`src/rtl/spi_master_ctrl.sv`:
```
// SPI master (CPOL=0, MSB first): shifts one WIDTH-bit frame out on mosi and in from miso,
// then waits for the receiver's status flags and reports done or an error code.
module spi_master_ctrl #(
  parameter int WIDTH   = 8,
  parameter int CLK_DIV = 4,
  parameter int TIMEOUT = 16
) (
  input  logic             clk,
  input  logic             rst_n,
  input  logic             start,
  input  logic [WIDTH-1:0] tx_data,
  input  logic             miso,
  input  logic             sipo_done,
  input  logic             sipo_under,
  input  logic             sipo_over,
  output logic             spi_clk,
  output logic             latch,
  output logic             mosi,
  output logic             busy,
  output logic [WIDTH-1:0] rx_data,
  output logic             done,
  output logic             err,
  output logic [1:0]       err_code
);

  localparam int DW = $clog2(CLK_DIV) + 1;
  localparam int BW = $clog2(WIDTH + 1);
  localparam int TW = $clog2(TIMEOUT + 1);
  localparam logic [DW-1:0] DIV_LAST = DW'(CLK_DIV - 1);
  localparam logic [BW-1:0] BIT_LAST = BW'(WIDTH - 1);
  localparam logic [TW-1:0] TO_LAST  = TW'(TIMEOUT - 1);

  localparam logic [1:0] EC_NONE    = 2'b00;
  localparam logic [1:0] EC_UNDER   = 2'b01;
  localparam logic [1:0] EC_OVER    = 2'b10;
  localparam logic [1:0] EC_TIMEOUT = 2'b11;

  typedef enum logic [2:0] {
    S_IDLE, S_SETUP, S_SHIFT, S_HOLD, S_WAIT, S_ERROR
  } state_t;

  state_t           state, state_nx;
  logic [WIDTH-1:0] tx_sr, tx_sr_nx;
  logic [WIDTH-1:0] rx_sr, rx_sr_nx;
  logic [DW-1:0]    div_cnt, div_cnt_nx;
  logic [BW-1:0]    bit_cnt, bit_cnt_nx;
  logic [TW-1:0]    to_cnt, to_cnt_nx;
  logic             spi_clk_nx, latch_nx, mosi_nx, busy_nx, done_nx, err_nx;
  logic [WIDTH-1:0] rx_data_nx;
  logic [1:0]       err_code_nx;

  // Every output is a register; this block computes the value each will take next cycle.
  always_comb begin
    state_nx    = state;
    tx_sr_nx    = tx_sr;
    rx_sr_nx    = rx_sr;
    div_cnt_nx  = div_cnt;
    bit_cnt_nx  = bit_cnt;
    to_cnt_nx   = to_cnt;
    spi_clk_nx  = spi_clk;
    latch_nx    = latch;
    mosi_nx     = mosi;
    busy_nx     = busy;
    rx_data_nx  = rx_data;
    err_code_nx = err_code;
    done_nx     = 1'b0;
    err_nx      = 1'b0;

    case (state)
      S_IDLE: begin
        latch_nx   = 1'b1;
        spi_clk_nx = 1'b0;
        busy_nx    = 1'b0;
        if (start) begin
          state_nx    = S_SETUP;
          tx_sr_nx    = tx_data;
          rx_sr_nx    = '0;
          div_cnt_nx  = '0;
          bit_cnt_nx  = '0;
          to_cnt_nx   = '0;
          err_code_nx = EC_NONE;
          busy_nx     = 1'b1;
          latch_nx    = 1'b0;
          mosi_nx     = tx_data[WIDTH-1];
        end
      end

      S_SETUP: begin
        if (div_cnt == DIV_LAST) begin
          div_cnt_nx = '0;
          state_nx   = S_SHIFT;
        end else begin
          div_cnt_nx = div_cnt + DW'(1);
        end
      end

      // Rising half samples miso; falling half advances mosi and ends the frame on the last bit.
      S_SHIFT: begin
        if (div_cnt == DIV_LAST) begin
          div_cnt_nx = '0;
          if (!spi_clk) begin
            spi_clk_nx = 1'b1;
            rx_sr_nx   = {rx_sr[WIDTH-2:0], miso};
          end else begin
            spi_clk_nx = 1'b0;
            tx_sr_nx   = {tx_sr[WIDTH-2:0], 1'b0};
            mosi_nx    = tx_sr[WIDTH-2];
            bit_cnt_nx = bit_cnt + BW'(1);
            if (bit_cnt == BIT_LAST) begin
              state_nx   = S_HOLD;
              rx_data_nx = rx_sr;
            end
          end
        end else begin
          div_cnt_nx = div_cnt + DW'(1);
        end
      end

      S_HOLD: begin
        if (div_cnt == DIV_LAST) begin
          div_cnt_nx = '0;
          to_cnt_nx  = '0;
          latch_nx   = 1'b1;
          state_nx   = S_WAIT;
        end else begin
          div_cnt_nx = div_cnt + DW'(1);
        end
      end

      // Underflow outranks overflow, which outranks a successful frame report.
      S_WAIT: begin
        if (sipo_under) begin
          err_code_nx = EC_UNDER;
          err_nx      = 1'b1;
          state_nx    = S_ERROR;
        end else if (sipo_over) begin
          err_code_nx = EC_OVER;
          err_nx      = 1'b1;
          state_nx    = S_ERROR;
        end else if (sipo_done) begin
          done_nx  = 1'b1;
          busy_nx  = 1'b0;
          state_nx = S_IDLE;
        end else if (to_cnt == TO_LAST) begin
          err_code_nx = EC_TIMEOUT;
          err_nx      = 1'b1;
          state_nx    = S_ERROR;
        end else begin
          to_cnt_nx = to_cnt + TW'(1);
        end
      end

      S_ERROR: begin
        busy_nx  = 1'b0;
        state_nx = S_IDLE;
      end

      default: state_nx = S_IDLE;
    endcase
  end

  always_ff @(posedge clk or negedge rst_n) begin
    if (!rst_n) begin
      state    <= S_IDLE;
      tx_sr    <= '0;
      rx_sr    <= '0;
      div_cnt  <= '0;
      bit_cnt  <= '0;
      to_cnt   <= '0;
      spi_clk  <= 1'b0;
      latch    <= 1'b1;
      mosi     <= 1'b0;
      busy     <= 1'b0;
      rx_data  <= '0;
      done     <= 1'b0;
      err      <= 1'b0;
      err_code <= EC_NONE;
    end else begin
      state    <= state_nx;
      tx_sr    <= tx_sr_nx;
      rx_sr    <= rx_sr_nx;
      div_cnt  <= div_cnt_nx;
      bit_cnt  <= bit_cnt_nx;
      to_cnt   <= to_cnt_nx;
      spi_clk  <= spi_clk_nx;
      latch    <= latch_nx;
      mosi     <= mosi_nx;
      busy     <= busy_nx;
      rx_data  <= rx_data_nx;
      done     <= done_nx;
      err      <= err_nx;
      err_code <= err_code_nx;
    end
  end

endmodule

```
`config.mk`:
```
export PLATFORM = sky130hd
export DESIGN_NAME = spi_master_ctrl
export DESIGN_NICKNAME = d
export VERILOG_FILES = /design/src/rtl/spi_master_ctrl.sv
export SDC_FILE = /design/constraint.sdc
export NUM_CORES = 1
export LEC_CHECK = 0
export ABC_AREA = 1
export ABC_CLOCK_PERIOD_IN_PS = 3850
export CORE_UTILIZATION = 55
export DETAILED_ROUTE_END_ITERATION = 6
export HOLD_SLACK_MARGIN = 0.15
export PLACE_DENSITY = 0.79
export SLEW_MARGIN = 5
export SYNTH_ARGS = -nofsm -noshare
export SYNTH_HDL_FRONTEND = slang
export SYNTH_SLANG_ARGS = --single-unit
```
`constraint.sdc`:
```
create_clock -name clk -period 3.85 [get_ports clk]
set_input_delay 0.77 -clock clk [delete_from_list [all_inputs] [get_ports clk]]
set_output_delay 0.77 -clock clk [all_outputs]
set_load 0.01 [all_outputs]
```
==> reports/summary.json <==
{
  "cts": {
    "cts.clk_slew.worst_paths_ps": 80,
    "ctsResizeCount": 0,
    "clk-insertion-delay-late_ps": 300,
    "cts_buffers": 5,
    "tritoncts": "yes",
    "holdBufCountCts": 0,
    "clock_tree.htree_level_count": 2,
    "postCtsSetupBuffers": 0,
    "clock_sink_count": 46,
    "cts-root-to-sink-buffers": 2,
    "cts.root.buffer_cell": "clkbuf_8"
  },
  "timing": {
    "hold_viol": 0,
    "timing.setup.tns_ps": 0,
    "report.final.setup_viol": 0,
    "post-route-period-util_pct": 55.47,
    "achievable-frequency_ghz": 0.4683,
    "finalClockSkew_ps": 4.458,
    "grt_setup_unrepaired": "no",
    "final.min_clock_period_ps": 2136,
    "maxSlewHeadroom_pct": 34.35,
    "tightest_slew_ps": 984.8,
    "layout_setup_ws_ps": 1714,
    "slew_viol_final": 0
  },
  "drt": {
    "drt-initial-drc-count": 121,
    "vias": 1925,
    "final_antenna_net_count": 0,
    "route.final.wire_length_um": 4386,
    "first_pass_iters": 4,
    "post-route-drc-count": 0,
    "route.detailed.vias_per_inst": 5.231,
    "wl_per_instance_um": 11.92
  },
  "setup_path": {
    "max_stage_delay_ps": 550,
    "worstPathBufferInverterCount": 1,
    "setup.worst_path.class": "reg -> out",
    "endpoint_arrival_time_on_the_critical_path_ps": 1370,
    "endpoint_kind": "output pin",
    "critical-path-top-delay-family": "flip-flops",
    "timing.critical_path.fanout_max": 2,
    "timing.critical_path.depth": 1,
    "required_ps": 3080,
    "reg2regPathDepth": 6,
    "cp_slowest_cell": "dfstp_2",
    "crit_path_cell_trace": "clkdlybuf4s50_1",
    "timing.critical_path.from_type": "flip-flop"
  },
  "min_path": {
    "min_path_type": "reg -> reg",
    "hold_path_depth": 2
  },
  "logic_synthesis": {
    "synth.net_count": 304,
    "total_of_warnings_raised_by_yosys": 0,
    "synthDominantAreaCellType": "dfrtp_1",
    "synth_area_um2": 2437,
    "seq_area_frac_synth_pct": 47.28,
    "synthDistinctLibCells": 28,
    "synth-seq-cells": 46,
    "yosysTopAreaCellShare_pct": 46.20,
    "yosys-top-cells-area": "dfrtp_1 (46%), nand2_1 (13%), inv_1 (5.4%)",
    "postSynthCellCount": 285,
    "syn_area_per_cell_um2": 8.552
  },
  "power": {
    "power_leakage_nw": 1.374,
    "finalPower_mw": 1.837,
    "powerDensity_nw_per_um2": 652.1,
    "vdd_ir_drop_max_uv": 336.8
  },
  "placed_design": {
    "worst_slack_at_placement_ps": 1634,
    "place.port_buffers": 30,
    "placement.cell_area_um2": 2725,
    "place_congestion": 0.8829,
    "hpwl_um": 3106
  },
  "grt": {
    "grt_first_pass_wirelength_um": 7465,
    "antenna_found_initial": 0,
    "grt_start_max_net_pins": 47,
    "grt.total_usage_pct": 21.73,
    "grt_pass1_vias": 1737,
    "grt_overflow": 0
  },
  "die": {
    "initial_util_pct": 59.23,
    "floorplan.die.width_um": 68.57,
    "die_y_um": 68.57,
    "die_area_um2": 4702,
    "pin_count": 31,
    "core-area_um2": 4115,
    "placementRows": 23
  },
  "final_layout": {
    "post_route_cells_drive_above_1_share_pct": 15.09,
    "final_nets": 336,
    "fill_cells": 366,
    "syn_to_final_growth_pct": 15.55,
    "antenna_cells": 0,
    "layout.cell_area.non_filler_um2": 2816
  },
  "status": {
    "run_status": "finished, final reports clean"
  },
  "flow_run": {
    "drv.max_cap_violation_count": 0
  }
}
==> layout by cell type, fill, tap and decap left out <==
cell type,netlist,layout
buf_2,0,1
nor2_1,17,17
nor3b_2,1,1
clkdlybuf4s50_1,0,29
a21oi_2,2,2
inv_2,2,2
clkbuf_8,0,6
nand2_2,4,4
nor3b_1,1,1
xor2_1,1,1
nand2_1,82,82
inv_1,35,35
inv_4,2,2
o21ai_4,1,1
clkbuf_1,0,1
nor2_4,1,1
clkinv_2,0,1
nand2_4,4,4
o21ai_0,19,19
nand3_2,4,4
nor2_2,2,2
ha_1,4,4
o21ai_2,15,15
dfstp_2,1,1
a21oi_1,6,6
dfrtp_1,45,45
nand3_1,16,16
o211ai_1,1,1
nand4_1,13,13
nor2_8,1,1
==> power by group <==
part	leakage [nW]	internal [mW]	switching, mW
clock	0.0482	0.145	0.156
sequential	0.614	0.594	0.0818
combinational	0.712	0.286	0.573
total	1.37	1.03	0.811
==> cell usage after synthesis (all sizes together) <==
master and n:
nand4 13, dfstp 1, a21oi 8, inv 39
o21ai 35, ha 4, nand3 20, nor2 21
buf 5, xor2 1, dfrtp 45, nand2 90
nor3b 2, o211ai 1
==> path summary, 6_finish.rpt <==
path	slack, ps	startpoint	endpoint
setup reg to reg	1800	state[2]	rx_data[5]
hold reg to reg	490	to_cnt[4]	to_cnt[4]
min in group asynchronous	620	rst_n	done
max in group asynchronous	2610	rst_n	rx_sr[0]
setup / recovery	1710	latch	latch
hold / removal	490	to_cnt[4]	to_cnt[4]
==> cells by family after synthesis <==
group	share of synthesized area (%)
adder cells (fa/ha/maj)	2.053
flip-flops	47.28
XOR/XNOR	0.3594
AND/OR/NAND/NOR	29.00
AO/OA/AOI/OAI	12.22
buffers and inverters	9.087
==> routing by layer <==
layer	vias to the layer above	share of wire, %	track usage, %
met5	-	0	0
met2	40	46	35.29
li1	983	-	-
met4	0	1.3	7.552
met3	7	4.3	5.263
met1	895	48	28.25
==> layout make-up <==
class | instances | area (µm²) | area share [%]
timing repair buffer | 30 | 295.3 | 10.48
multi-input combinational | 195 | 1064 | 37.76
inverter | 39 | 151.4 | 5.375
clock buffer | 7 | 86.33 | 3.065
clock inverter | 1 | 5.005 | 0.1777
tap | 50 | 62.56 | 2.221
sequential | 46 | 1152 | 40.92
==> tightest hold or removal path, cell delays in order (launching register included) <==
cell and delay (ps):
dfrtp_1 360, nand2_1 60, nand2_1 50
==> registers in the layout, indices dropped and copies added (netlist names) <==
name / flops
spi_clk: 1
rx_data: 8
mosi: 1
bit_cnt: 4
err: 1
tx_sr: 7
err_code: 2
state: 3
latch: 1
to_cnt: 5
rx_sr: 8
busy: 1
done: 1
div_cnt: 3
==> stage by stage <==
stage	util, %	hold WS, ps	cells
2_1_floorplan	-	441.9	285
3_3_place_gp	66.22	459.2	360
3_5_place_dp	66.22	468.1	360
4_1_cts	68.44	488.1	368
5_1_grt	68.44	514.4	368
6_report	68.44	487.7	368
Note: power is estimated with default switching activity, not from simulation.
